File: config.mk
export PLATFORM = sky130hd
export DESIGN_NAME = lpm_mem_arbiter_flat
export DESIGN_NICKNAME = d
export VERILOG_FILES = /design/src/rtl/lpm_pkg.sv /design/src/rtl/lpm_mem_arbiter_if.sv /design/src/rtl/lpm_tag_fifo.sv /design/src/rtl/lpm_mem_arbiter.sv /design/src/flat_wrapper.sv
export SDC_FILE = /design/constraint.sdc
export NUM_CORES = 1
export LEC_CHECK = 0
export ABC_AREA = 0
export CORE_ASPECT_RATIO = 1.2
export CORE_MARGIN = 4
export CORE_UTILIZATION = 29
export DETAILED_ROUTE_END_ITERATION = 8
export GPL_ROUTABILITY_DRIVEN = 0
export PLACE_DENSITY = 0.8
export SYNTH_ARGS = -nofsm -noshare
export SYNTH_HDL_FRONTEND = slang
export SYNTH_SLANG_ARGS = --single-unit
File: constraint.sdc
create_clock -name clk -period 3.4 [get_ports clk]
set_clock_uncertainty 0.15 [all_clocks]
set_input_delay 0.85 -clock clk [delete_from_list [all_inputs] [get_ports clk]]
set_output_delay 0.85 -clock clk [all_outputs]
set_load 0.05 [all_outputs]
File: src/rtl/lpm_pkg.sv
// Shared definitions for the LPM memory arbiter: requester IDs and default widths.
package lpm_pkg;

    // Owner ID stored in the tag queue for every in-flight memory request.
    localparam logic OWN_E = 1'b0;  // new-lookup (enter) path
    localparam logic OWN_R = 1'b1;  // recirculation path

    localparam int DEF_ADDR_W = 32;
    localparam int DEF_DATA_W = 32;

    // Width of an occupancy counter that must hold 0..depth inclusive.
    function automatic int cnt_width(input int depth);
        return $clog2(depth) + 1;
    endfunction

endpackage

File: src/rtl/lpm_mem_arbiter_if.sv
// Bus bundle between the LPM rules, the arbiter and the lookup memory.
// The slave modport is the arbiter's view; master is the surrounding logic.
interface lpm_mem_arbiter_if #(
    parameter int ADDR_W = 32,
    parameter int DATA_W = 32
);
    // enter (E) request / response
    logic              enter_req_ena;
    logic [ADDR_W-1:0] enter_req_v;
    logic              enter_req_rdy;
    logic              enter_res_ena;
    logic [DATA_W-1:0] enter_res_v;
    logic              enter_res_rdy;
    // recirc (R) request / response
    logic              recirc_req_ena;
    logic [ADDR_W-1:0] recirc_req_v;
    logic              recirc_req_rdy;
    logic              recirc_res_ena;
    logic [DATA_W-1:0] recirc_res_v;
    logic              recirc_res_rdy;
    // lookup memory
    logic              mem_req_ena;
    logic [ADDR_W-1:0] mem_req_v;
    logic              mem_req_rdy;
    logic [DATA_W-1:0] mem_res_value;
    logic              mem_res_value_rdy;
    logic              mem_res_accept_ena;
    // status
    logic              busy;

    modport slave (
        input  enter_req_ena, enter_req_v, enter_res_rdy,
        input  recirc_req_ena, recirc_req_v, recirc_res_rdy,
        input  mem_req_rdy, mem_res_value, mem_res_value_rdy,
        output enter_req_rdy, enter_res_ena, enter_res_v,
        output recirc_req_rdy, recirc_res_ena, recirc_res_v,
        output mem_req_ena, mem_req_v, mem_res_accept_ena, busy
    );

    modport master (
        output enter_req_ena, enter_req_v, enter_res_rdy,
        output recirc_req_ena, recirc_req_v, recirc_res_rdy,
        output mem_req_rdy, mem_res_value, mem_res_value_rdy,
        input  enter_req_rdy, enter_res_ena, enter_res_v,
        input  recirc_req_rdy, recirc_res_ena, recirc_res_v,
        input  mem_req_ena, mem_req_v, mem_res_accept_ena, busy
    );
endinterface

File: src/rtl/lpm_tag_fifo.sv
// In-order queue of 1-bit owner tags for outstanding memory requests.
// A push while full is legal when a pop happens in the same cycle (bypass):
// the slot being written is the one whose head is retiring.
module lpm_tag_fifo
    import lpm_pkg::*;
#(
    parameter int DEPTH = 4,
    localparam int PTR_W = $clog2(DEPTH),
    localparam int CNT_W = cnt_width(DEPTH)
) (
    input  logic             clk,
    input  logic             rst,
    input  logic             push,
    input  logic             push_tag,
    input  logic             pop,
    output logic             head,
    output logic [CNT_W-1:0] count
);
    logic [PTR_W-1:0] wr_ptr_reg;
    logic [PTR_W-1:0] rd_ptr_reg;
    logic [CNT_W-1:0] count_reg;
    logic             tags_reg [DEPTH];

    // Tag storage: one flop per slot, written when the write pointer selects it.
    for (genvar gi = 0; gi < DEPTH; gi++) begin : g_slot
        always_ff @(posedge clk) begin
            if (push && wr_ptr_reg == PTR_W'(gi)) begin
                tags_reg[gi] <= push_tag;
            end
        end
    end

    // Pointers wrap naturally because DEPTH is a power of two.
    always_ff @(posedge clk or posedge rst) begin
        if (rst) begin
            wr_ptr_reg <= '0;
            rd_ptr_reg <= '0;
            count_reg  <= '0;
        end else begin
            if (push) wr_ptr_reg <= wr_ptr_reg + PTR_W'(1);
            if (pop)  rd_ptr_reg <= rd_ptr_reg + PTR_W'(1);
            case ({push, pop})
                2'b10:   count_reg <= count_reg + CNT_W'(1);
                2'b01:   count_reg <= count_reg - CNT_W'(1);
                default: count_reg <= count_reg;
            endcase
        end
    end

    assign head  = tags_reg[rd_ptr_reg];
    assign count = count_reg;
endmodule

File: src/rtl/lpm_mem_arbiter.sv
// Shares the LPM lookup memory between the enter and recirc paths: one request
// per cycle, recirc-first with a starvation override, and in-order routing of
// responses back to their issuer via the tag queue.
module lpm_mem_arbiter
    import lpm_pkg::*;
#(
    parameter int ADDR_W       = DEF_ADDR_W,
    parameter int DATA_W       = DEF_DATA_W,
    parameter int MAX_OUT      = 4,
    parameter int STARVE_LIMIT = 8
) (
    input logic               clk,
    input logic               rst,
    lpm_mem_arbiter_if.slave  bus
);
    localparam int CNT_W = cnt_width(MAX_OUT);

    logic [CNT_W-1:0] tag_count;
    logic             head;
    logic             empty;
    logic             full;
    logic             e_res_ena;
    logic             r_res_ena;
    logic             retire;
    logic             can_issue;
    logic             force_e;
    logic             e_grant;
    logic             r_grant;
    logic [7:0]       starve_cnt_reg;

    assign empty = (tag_count == '0);
    assign full  = (tag_count == CNT_W'(MAX_OUT));

    // Response routing: only the queue head may retire, so a stalled owner
    // blocks every later response. Responses with nothing outstanding are ignored.
    assign e_res_ena = bus.mem_res_value_rdy & !empty & (head == OWN_E);
    assign r_res_ena = bus.mem_res_value_rdy & !empty & (head == OWN_R);
    assign retire    = (e_res_ena & bus.enter_res_rdy) | (r_res_ena & bus.recirc_res_rdy);

    // Issue is gated by reset so the ready outputs drop the moment rst rises.
    assign can_issue = !rst & bus.mem_req_rdy & (!full | retire);
    assign force_e   = (starve_cnt_reg == 8'(STARVE_LIMIT));

    assign bus.recirc_req_rdy = can_issue & !(force_e & bus.enter_req_ena);
    assign bus.enter_req_rdy  = can_issue & (!bus.recirc_req_ena | force_e);
    assign e_grant = bus.enter_req_ena  & bus.enter_req_rdy;
    assign r_grant = bus.recirc_req_ena & bus.recirc_req_rdy;

    assign bus.mem_req_ena = e_grant | r_grant;
    assign bus.mem_req_v   = e_grant ? bus.enter_req_v :
                             r_grant ? bus.recirc_req_v : '0;

    assign bus.enter_res_ena      = e_res_ena;
    assign bus.recirc_res_ena     = r_res_ena;
    assign bus.enter_res_v        = e_res_ena ? bus.mem_res_value : '0;
    assign bus.recirc_res_v       = r_res_ena ? bus.mem_res_value : '0;
    assign bus.mem_res_accept_ena = retire;
    assign bus.busy               = !empty;

    // Starvation counter: counts R wins over a waiting E, saturating at the limit.
    always_ff @(posedge clk or posedge rst) begin
        if (rst) begin
            starve_cnt_reg <= '0;
        end else if (e_grant || !bus.enter_req_ena) begin
            starve_cnt_reg <= '0;
        end else if (r_grant && !force_e) begin
            starve_cnt_reg <= starve_cnt_reg + 8'd1;
        end
    end

    lpm_tag_fifo #(
        .DEPTH (MAX_OUT)
    ) u_tag_fifo (
        .clk      (clk),
        .rst      (rst),
        .push     (bus.mem_req_ena),
        .push_tag (r_grant ? OWN_R : OWN_E),
        .pop      (retire),
        .head     (head),
        .count    (tag_count)
    );
endmodule

File: src/flat_wrapper.sv
// flat-port wrapper written by rule: the top's interface ports become plain ports
module lpm_mem_arbiter_flat import lpm_pkg::*;
#(
    parameter int ADDR_W       = DEF_ADDR_W,
    parameter int DATA_W       = DEF_DATA_W,
    parameter int MAX_OUT      = 4,
    parameter int STARVE_LIMIT = 8
)
  (clk, rst, bus_enter_req_ena, bus_enter_req_v, bus_enter_res_rdy, bus_recirc_req_ena, bus_recirc_req_v, bus_recirc_res_rdy, bus_mem_req_rdy, bus_mem_res_value, bus_mem_res_value_rdy, bus_enter_req_rdy, bus_enter_res_ena, bus_enter_res_v, bus_recirc_req_rdy, bus_recirc_res_ena, bus_recirc_res_v, bus_mem_req_ena, bus_mem_req_v, bus_mem_res_accept_ena, bus_busy);
  lpm_mem_arbiter_if #(.ADDR_W(ADDR_W), .DATA_W(DATA_W)) bus_i ();
  input logic clk;
  input logic rst;
  input wire logic [$bits(bus_i.enter_req_ena)-1:0] bus_enter_req_ena;
  input wire logic [$bits(bus_i.enter_req_v)-1:0] bus_enter_req_v;
  input wire logic [$bits(bus_i.enter_res_rdy)-1:0] bus_enter_res_rdy;
  input wire logic [$bits(bus_i.recirc_req_ena)-1:0] bus_recirc_req_ena;
  input wire logic [$bits(bus_i.recirc_req_v)-1:0] bus_recirc_req_v;
  input wire logic [$bits(bus_i.recirc_res_rdy)-1:0] bus_recirc_res_rdy;
  input wire logic [$bits(bus_i.mem_req_rdy)-1:0] bus_mem_req_rdy;
  input wire logic [$bits(bus_i.mem_res_value)-1:0] bus_mem_res_value;
  input wire logic [$bits(bus_i.mem_res_value_rdy)-1:0] bus_mem_res_value_rdy;
  output wire logic [$bits(bus_i.enter_req_rdy)-1:0] bus_enter_req_rdy;
  output wire logic [$bits(bus_i.enter_res_ena)-1:0] bus_enter_res_ena;
  output wire logic [$bits(bus_i.enter_res_v)-1:0] bus_enter_res_v;
  output wire logic [$bits(bus_i.recirc_req_rdy)-1:0] bus_recirc_req_rdy;
  output wire logic [$bits(bus_i.recirc_res_ena)-1:0] bus_recirc_res_ena;
  output wire logic [$bits(bus_i.recirc_res_v)-1:0] bus_recirc_res_v;
  output wire logic [$bits(bus_i.mem_req_ena)-1:0] bus_mem_req_ena;
  output wire logic [$bits(bus_i.mem_req_v)-1:0] bus_mem_req_v;
  output wire logic [$bits(bus_i.mem_res_accept_ena)-1:0] bus_mem_res_accept_ena;
  output wire logic [$bits(bus_i.busy)-1:0] bus_busy;
  assign bus_i.enter_req_ena = bus_enter_req_ena;
  assign bus_i.enter_req_v = bus_enter_req_v;
  assign bus_i.enter_res_rdy = bus_enter_res_rdy;
  assign bus_i.recirc_req_ena = bus_recirc_req_ena;
  assign bus_i.recirc_req_v = bus_recirc_req_v;
  assign bus_i.recirc_res_rdy = bus_recirc_res_rdy;
  assign bus_i.mem_req_rdy = bus_mem_req_rdy;
  assign bus_i.mem_res_value = bus_mem_res_value;
  assign bus_i.mem_res_value_rdy = bus_mem_res_value_rdy;
  assign bus_enter_req_rdy = bus_i.enter_req_rdy;
  assign bus_enter_res_ena = bus_i.enter_res_ena;
  assign bus_enter_res_v = bus_i.enter_res_v;
  assign bus_recirc_req_rdy = bus_i.recirc_req_rdy;
  assign bus_recirc_res_ena = bus_i.recirc_res_ena;
  assign bus_recirc_res_v = bus_i.recirc_res_v;
  assign bus_mem_req_ena = bus_i.mem_req_ena;
  assign bus_mem_req_v = bus_i.mem_req_v;
  assign bus_mem_res_accept_ena = bus_i.mem_res_accept_ena;
  assign bus_busy = bus_i.busy;
  lpm_mem_arbiter #(.ADDR_W(ADDR_W), .DATA_W(DATA_W), .MAX_OUT(MAX_OUT), .STARVE_LIMIT(STARVE_LIMIT)) u_core (.clk(clk), .rst(rst), .bus(bus_i));
endmodule
==> impl_summary.txt, run 1 <==
----------------------------------------------------
[Floorplanning]
  Die Ht ... 97.79 um
  Standard-cell rows ... 32
  Count of pins on the block boundary ... 207
  Width of the die ... 82.82 um
  Starting utilization of the core area ... a little under a third
  Total Die Area ... 8099 um^2
  Total core area ... 6486 um^2

[Place]
  IO Port Bufs ... 206
  Detailed-placement wirelength estimate ... 8810 um
  Placement-stage cell area ... 4800 um^2
  Cell Count Post-Placement ... around 550

[Yosys]
  Post-synth EDFFs ... 4
  Number of standard cells after synthesis ... 257
  Synth warnings ... 0
  Proportion of register bits with asynchronous set or reset after synthesis ... 78.95%
  Sequential share of the synthesized area ... 25.43%
  Top cell type's share of synthesized area ... 21.84%
  Synth Net Count ... 369
  Average footprint of a synthesized cell ... 7.580 um^2
  Synth Cell Area ... 1948 um^2
  Top_reg_cell synth ... sky130_fd_sc_hd__dfrtp_1
  Register bit total from synthesis ... 19
  Yosys cell types ... 41
  Cell type with the highest aggregate area in the netlist ... sky130_fd_sc_hd__and2_1
  Leading cell types by total area after synthesis ... sky130_fd_sc_hd__and2_1 22%, sky130_fd_sc_hd__dfrtp_1 19%, sky130_fd_sc_hd__a22oi_1 12%, sky130_fd_sc_hd__nor2_1 7.7%, sky130_fd_sc_hd__edfxtp_1 6.2%

[STA]
  Fin crit period ... 3420 ps
  Achievable clock frequency ... 0.2924 GHz
  Max-slew headroom ... about 60%
  Final-report setup violation count ... 1
  Final hold vios ... 0
  Setup WS post-layout ... -19.67 ps
  Max Slew Vio Count ... 0
  Final-layout worst hold slack ... 339.2 ps
  Post-route clock period utilization ... 100.6%
  Worst slew pin tran ... 606.2 ps
  Unrepaired setup endpoints after global routing ... true

[Clocking]
  Clock Latency Late Sink ... 270 ps
  Number of buffers created by CTS ... 3
  Clock root buffer master ... sky130_fd_sc_hd__clkbuf_8
  Register clock-pin slew on the reported worst setup and hold paths ... roughly 80 ps
  Largest buffer count on any clock path ... 2
  Hold bufs inserted after CTS ... 0
  Total number of H-tree levels ... 1
  Clock tree from TritonCTS ... done
  Number of sinks driven by the clock tree ... 19

[Worst setup path]
  Gate family responsible for the most delay along the worst path ... buffers and inverters
  Startpoint types ... primary input
  Highest net fanout along the worst path ... 16
  CP Buf/Inv Count ... 3
  List of cells traversed by the critical path ... clkdlybuf4s50_1 > nand2b_1 > a31o_2 > o31a_1 > buf_4 > nor2_1 > buf_6
  Worst endpoint data arrival time ... 2420 ps
  Crit path capture type ... output port
  Slowest stage cell on the critical path ... sky130_fd_sc_hd__clkdlybuf4s50_1
  Crit path kind ... in2out
  Required time of the worst setup path ... between 2000 and 2500 ps
  Maximum cell stage delay along the critical path ... 410 ps

[Power]
  Clock network fraction of design power ... 5.8%
  Internal power contribution ... 1444 uW
  PD cells ... 557.7 nW/um^2
  Peak VDD IR ... 0.3017 mV
  Share of power burned in registers ... 11.4%
  Switching pwr ... 1419 uW
  Relative contribution of combinational cells to total power ... between 80% and 90%
  Fraction of power spent switching nets ... 49.56%
  Total power after layout ... 2864 uW
  Standby leakage power ... around 0.0022 uW

[Route]
  Antenna-violating nets left ... 0
  Post-detailed-route wirelength per cell ... between 20 and 25 um
  Drt pass-1 iters ... 4
  Via count of the routed design ... 2901
  DRC errors left ... 0
  Aggregate routed wire length ... 11370 um
  Drt via density ... 5.144
  Iteration-0 DRC Markers ... 71

[Global routing]
  Global routing usage summed across all routing layers ... a little under a quarter
  Largest net degree at the start of global routing ... 34
  Via count of the first global-routing pass ... approximately 2.9k
  Number of antenna violations at the first check in global routing ... 3
  First-pass GRT wire length ... roughly 15000 um
  Total congestion overflow ... 0

[Status]
  Violated checks ... negative setup slack
  Run status ... complete, but fails checks

[Layout]
  Area taken by flip-flops and latches ... a little under 500 um^2
  Util after Layout ... approximately 79%
  Post-route insts no fill ... 564
  Most common library cell in the layout ignoring fill and taps ... sky130_fd_sc_hd__clkdlybuf4s50_1
  Area of all placed cells without fillers ... 5135 um^2
  Layout net count ... 589
  Commonest cells after routing, fill and taps aside ... 102 x sky130_fd_sc_hd__clkdlybuf4s50_1, 70 x sky130_fd_sc_hd__buf_12, 68 x sky130_fd_sc_hd__and2_1, 36 x sky130_fd_sc_hd__nor2_1, 34 x sky130_fd_sc_hd__buf_6
  Number of fill cells ... 350
  Area taken by multi-input logic gates ... around 1400 um^2
  Max reg flops ... 8
  Synthesis-to-finish area growth ... 163.6%
  Fraction of final layout cells sized beyond drive strength 1 ... 31.72%

[Min path]
  Classification of the worst-slack hold path ... reg2reg

[Job]
  Max-capacitance violation count ... 0

----------------------------------------------------
-- Yosys cell counts (2+ instances only) --
cell,count
sky130_fd_sc_hd__nor2b_1,2
sky130_fd_sc_hd__nand3b_1,2
sky130_fd_sc_hd__xnor2_1,3
sky130_fd_sc_hd__o21ai_0,4
sky130_fd_sc_hd__mux2i_1,2
sky130_fd_sc_hd__and3_1,2
sky130_fd_sc_hd__dfrtp_1,15
sky130_fd_sc_hd__clkbuf_1,14
sky130_fd_sc_hd__or3_1,3
sky130_fd_sc_hd__xor2_1,3
sky130_fd_sc_hd__buf_2,5
sky130_fd_sc_hd__a21boi_0,2
sky130_fd_sc_hd__ha_1,7
sky130_fd_sc_hd__nor2_1,40
sky130_fd_sc_hd__inv_1,10
sky130_fd_sc_hd__a22oi_1,32
sky130_fd_sc_hd__a21oi_1,7
sky130_fd_sc_hd__edfxtp_1,4
sky130_fd_sc_hd__and2_1,68
sky130_fd_sc_hd__nand2_1,11
-- worst reg2reg max path: cells and delay by family, from the launching register on --
| family | cells | cell delay [ps] |
|---|---|---|
| muxes | 2 | 770 |
| adders and majority gates | 2 | 540 |
| DFF | 1 | 410 |
| xor gates and xnor gates | 2 | 300 |
| buffers and inverters | 3 | 260 |
| AOI/OAI and AO/OA | 1 | 240 |
| and+or+nand+nor | 2 | 180 |
-- final timing paths --
kind,to,cells after the start,slack [ps],start
hold / removal,u_core.u_tag_fifo.count[2],1,340,u_core.u_tag_fifo.count[2]
setup / recovery,bus_mem_req_v[23],7,-20,rst
hold reg to reg,u_core.u_tag_fifo.count[2],1,340,u_core.u_tag_fifo.count[2]
min in group asynchronous,u_core.u_tag_fifo.count[1],2,820,rst
max in group asynchronous,u_core.starve_cnt_reg[4],2,1880,rst
setup reg to reg,u_core.u_tag_fifo.count[2],12,480,u_core.u_tag_fifo.rd_ptr_reg[0]
-- logic make-up after synthesis --
| group | Yosys count | synth area share, % |
|---|---|---|
| compound gates | 52 | 18.82 |
| xor+xnor | 6 | 2.698 |
| fa+ha+maj | 8 | 5.523 |
| buf+inv | 30 | 6.487 |
| mux | 4 | 2.762 |
| simple gates | 138 | 38.28 |
| flops | 19 | 25.43 |
-- what timing repair did --
action | in CTS | in global routing
cloned | 1 | 3
pin swaps | 0 | 2
hold endpoints to repair | 0 | 0
setup buffers | 1 | 3
endpoints found under the setup margin | 32 | 35
resized for setup | 4 | 47
-- power by group through the flow --
stage               logic, uW  registers (uW)  clock network (uW)
floorplan                1180             321                   0
global placement         2280             327                   0
detailed placement       2330             330                   0
CTS                      2340             326                 168
global route             2460             333                 182
finish                   2370             326                 165
-- final cells by class --
type                       instances  share of cell area [%]
antenna                            3                  0.1462
clock buffer                       3                  0.8041
clock inverter                     1                 0.09747
inverter                          10                  0.7310
multi-input combinational        209                   27.24
sequential                        19                   9.649
tap                               85                   2.071
timing repair buffer             234                   59.26
-- per-stage QoR --
stage / setup TNS (ps) / worst slack (ps)
floorplan: -127.1 / -5.585
global placement: -12580 / -414.6
detailed placement: -14380 / -484.8
CTS: 0 / 6.196
global route: -1222 / -115.3
finish: -19.67 / -19.67
-- metal layers --
layer	GRT usage [%]	share of wire [%]	vias to the layer above
met5	0	0	-
met4	8.931	5.7	0
met3	7.173	9.9	34
met2	46.42	52	200
met1	23.13	33	1356
li1	-	-	1311
Note: power is estimated with default switching activity, not from simulation.
==> run 2: changes to the inputs <==
- SKIP_CTS_REPAIR_TIMING: not set -> 1
==> run 2 against run 1 <==
  * The flow still finishes with violations (negative setup slack)
  * Global-route usage down 0.44 points
  * First-iteration DRC count up 69%
  * Cell count down 0.53%
  * Via count up 0.14%
  * Clock power up 3%
  * Combinational power about the same
  * Total power up 0.13%
  * Worst hold slack better by 0.85 ps
  * Maximum frequency up 0.56%
  * Design area down 0.37%
  * Largest cell class unchanged
  * Largest power group unchanged
==> impl_summary.txt, run 2 (synthesis gave the netlist of run 1 again) <==
----------------------------------------------------
[Layout]
  Max reg flops ... 8
  Post-route insts no fill ... 561
  Fraction of final layout cells sized beyond drive strength 1 ... 31.29%
  Commonest cells after routing, fill and taps aside ... 102 x sky130_fd_sc_hd__clkdlybuf4s50_1, 70 x sky130_fd_sc_hd__buf_12, 68 x sky130_fd_sc_hd__and2_1, 36 x sky130_fd_sc_hd__nor2_1, 35 x sky130_fd_sc_hd__buf_6
  Synthesis-to-finish area growth ... 162.6%
  Most common library cell in the layout ignoring fill and taps ... sky130_fd_sc_hd__clkdlybuf4s50_1
  Layout net count ... 586

[STA]
  Fin crit period ... 3401 ps
  Max Slew Vio Count ... 0
  Worst slew pin tran ... 608.6 ps
  Post-route clock period utilization ... 100.0%
  Achievable clock frequency ... between 0.2 and 0.3 GHz
  Unrepaired setup endpoints after global routing ... true
  Setup WS post-layout ... -0.6377 ps
  Max-slew headroom ... 59.38%
  Final-report setup violation count ... 1
  Final hold vios ... 0

[Global routing]
  Largest net degree at the start of global routing ... 34
  Global routing usage summed across all routing layers ... 23.34%
  Via count of the first global-routing pass ... 2853
  Total congestion overflow ... 0
  First-pass GRT wire length ... between 15000 and 20000 um
  Number of antenna violations at the first check in global routing ... 3

[Worst setup path]
  Critical R2R Launch ... u_core.u_tag_fifo.rd_ptr_reg[0]
  Startpoint types ... primary input
  Endpoint of the most critical setup path ... bus_mem_req_v[17]
  Flop2flop setup slack ... 470 ps
  Worst R2R Path Depth ... 12
  Crit path from ... rst
  Crit path capture type ... output port
  Highest net fanout along the worst path ... 16
  Capturing point of the worst reg2reg path ... u_core.u_tag_fifo.count[2]
  Required time of the worst setup path ... around 2400 ps
  Crit path kind ... in2out
  Worst endpoint data arrival time ... 2400 ps

[Route]
  Post-detailed-route wirelength per cell ... 20.04 um
  DRC errors left ... 0
  Aggregate routed wire length ... 11250 um
  Via count of the routed design ... 2905
  Antenna-violating nets left ... 0
  Drt via density ... ~5.2
  Iteration-0 DRC Markers ... 120
  Drt pass-1 iters ... 7

[Floorplanning]
  Count of pins on the block boundary ... slightly above 200
  Total Die Area ... approximately 8100 um^2
  Standard-cell rows ... 32
  Die Ht ... 97.79 um
  Width of the die ... between 80 and 90 um
  Starting utilization of the core area ... roughly 30%
  Total core area ... approximately 6500 um^2

[Clocking]
  Total number of H-tree levels ... 1
  Clock tree from TritonCTS ... done
  Register clock-pin slew on the reported worst setup and hold paths ... 80 ps
  Number of sinks driven by the clock tree ... 19
  Largest buffer count on any clock path ... 2
  Clock root buffer master ... sky130_fd_sc_hd__clkbuf_8
  Clock Latency Late Sink ... 270 ps
  Number of buffers created by CTS ... 3

[Job]
  Max-capacitance violation count ... 0

[Place]
  Detailed-placement wirelength estimate ... 8810 um
  Cell Count Post-Placement ... around 550
  IO Port Bufs ... 206
  Minimum setup slack after placement ... -484.8 ps

[Status]
  Violated checks ... negative setup slack
  Run status ... complete, but fails checks

[Min path]
  Classification of the worst-slack hold path ... reg2reg
  Min-Delay Startpoint ... u_core.u_tag_fifo.count[2]

[Power]
  PD cells ... 560.5 nW/um^2
  Peak VDD IR ... ~0.30 mV
  Total power after layout ... 2867 uW
  Standby leakage power ... 0.002172 uW

----------------------------------------------------
## run 2: per-layer routing
metal	up-vias	share of wire [%]	track usage (%)	routed length (um)
li1	1304	-	-	-
met5	-	0	0	0
met2	211	52	45.31	5845
met4	0	5.0	8.931	560
met1	1353	33	22.82	3759
met3	37	9.6	7.089	1079
## run 2: worst min path at each step
| stage | cells after the start | to | slack [ps] |
|---|---|---|---|
| global placement | 1 | u_core.u_tag_fifo.count[2] | 330 |
| detailed placement | 1 | u_core.u_tag_fifo.count[2] | 330 |
| floorplan | 1 | u_core.u_tag_fifo.rd_ptr_reg[1] | 300 |
| CTS | 1 | u_core.u_tag_fifo.count[2] | 340 |
| global route | 1 | u_core.u_tag_fifo.count[2] | 360 |
| finish | 1 | u_core.u_tag_fifo.count[2] | 340 |
## run 2: power breakdown
group	total [uW]	internal, uW	leakage (uW)	switching [uW]
sequential	327	286	0.000230	40.8
clock	170	82.0	0.0000255	88.1
combinational	2370	1080	0.00192	1300
## run 2: metrics by stage
step | hold slack [ps] | setup TNS, ps | instance area (um^2) | util (%)
after floorplan | 302.8 | -127.1 | 1948 | -
after global placement | 326.3 | -12580 | 4800 | 74.00
after detailed placement | 325.3 | -14380 | 4800 | 74.00
after CTS | 339.9 | -15390 | 4846 | 74.71
after global routing | 358.8 | -942.3 | 5116 | 78.88
final | 340.0 | -0.6377 | 5116 | 78.88
## run 2: area by class of cell
cell class / count / area (um^2)
repair buffers: 231 / 3024
multi-input cells: 209 / 1399
fillers: 360 / 1370
flip-flops and latches: 19 / 495.5
well taps: 85 / 106.4
clock buffers: 3 / 41.29
inverters: 10 / 37.54
diodes: 3 / 7.507
clock inverters: 1 / 5.005
## run 2: worst max-delay path, stage by stage
cell                              delay [ps]
sky130_fd_sc_hd__clkdlybuf4s50_1         410
sky130_fd_sc_hd__nand2b_1                160
sky130_fd_sc_hd__a31o_2                  210
sky130_fd_sc_hd__o31a_1                  150
sky130_fd_sc_hd__buf_4                   220
sky130_fd_sc_hd__nor2_1                  200
sky130_fd_sc_hd__buf_6                   190
==> run 3: changes to the inputs <==
- CTS_CLUSTER_DIAMETER: not set -> 50
==> results of run 3 <==
Final layout, timing and power as in run 2 (identical DEF).
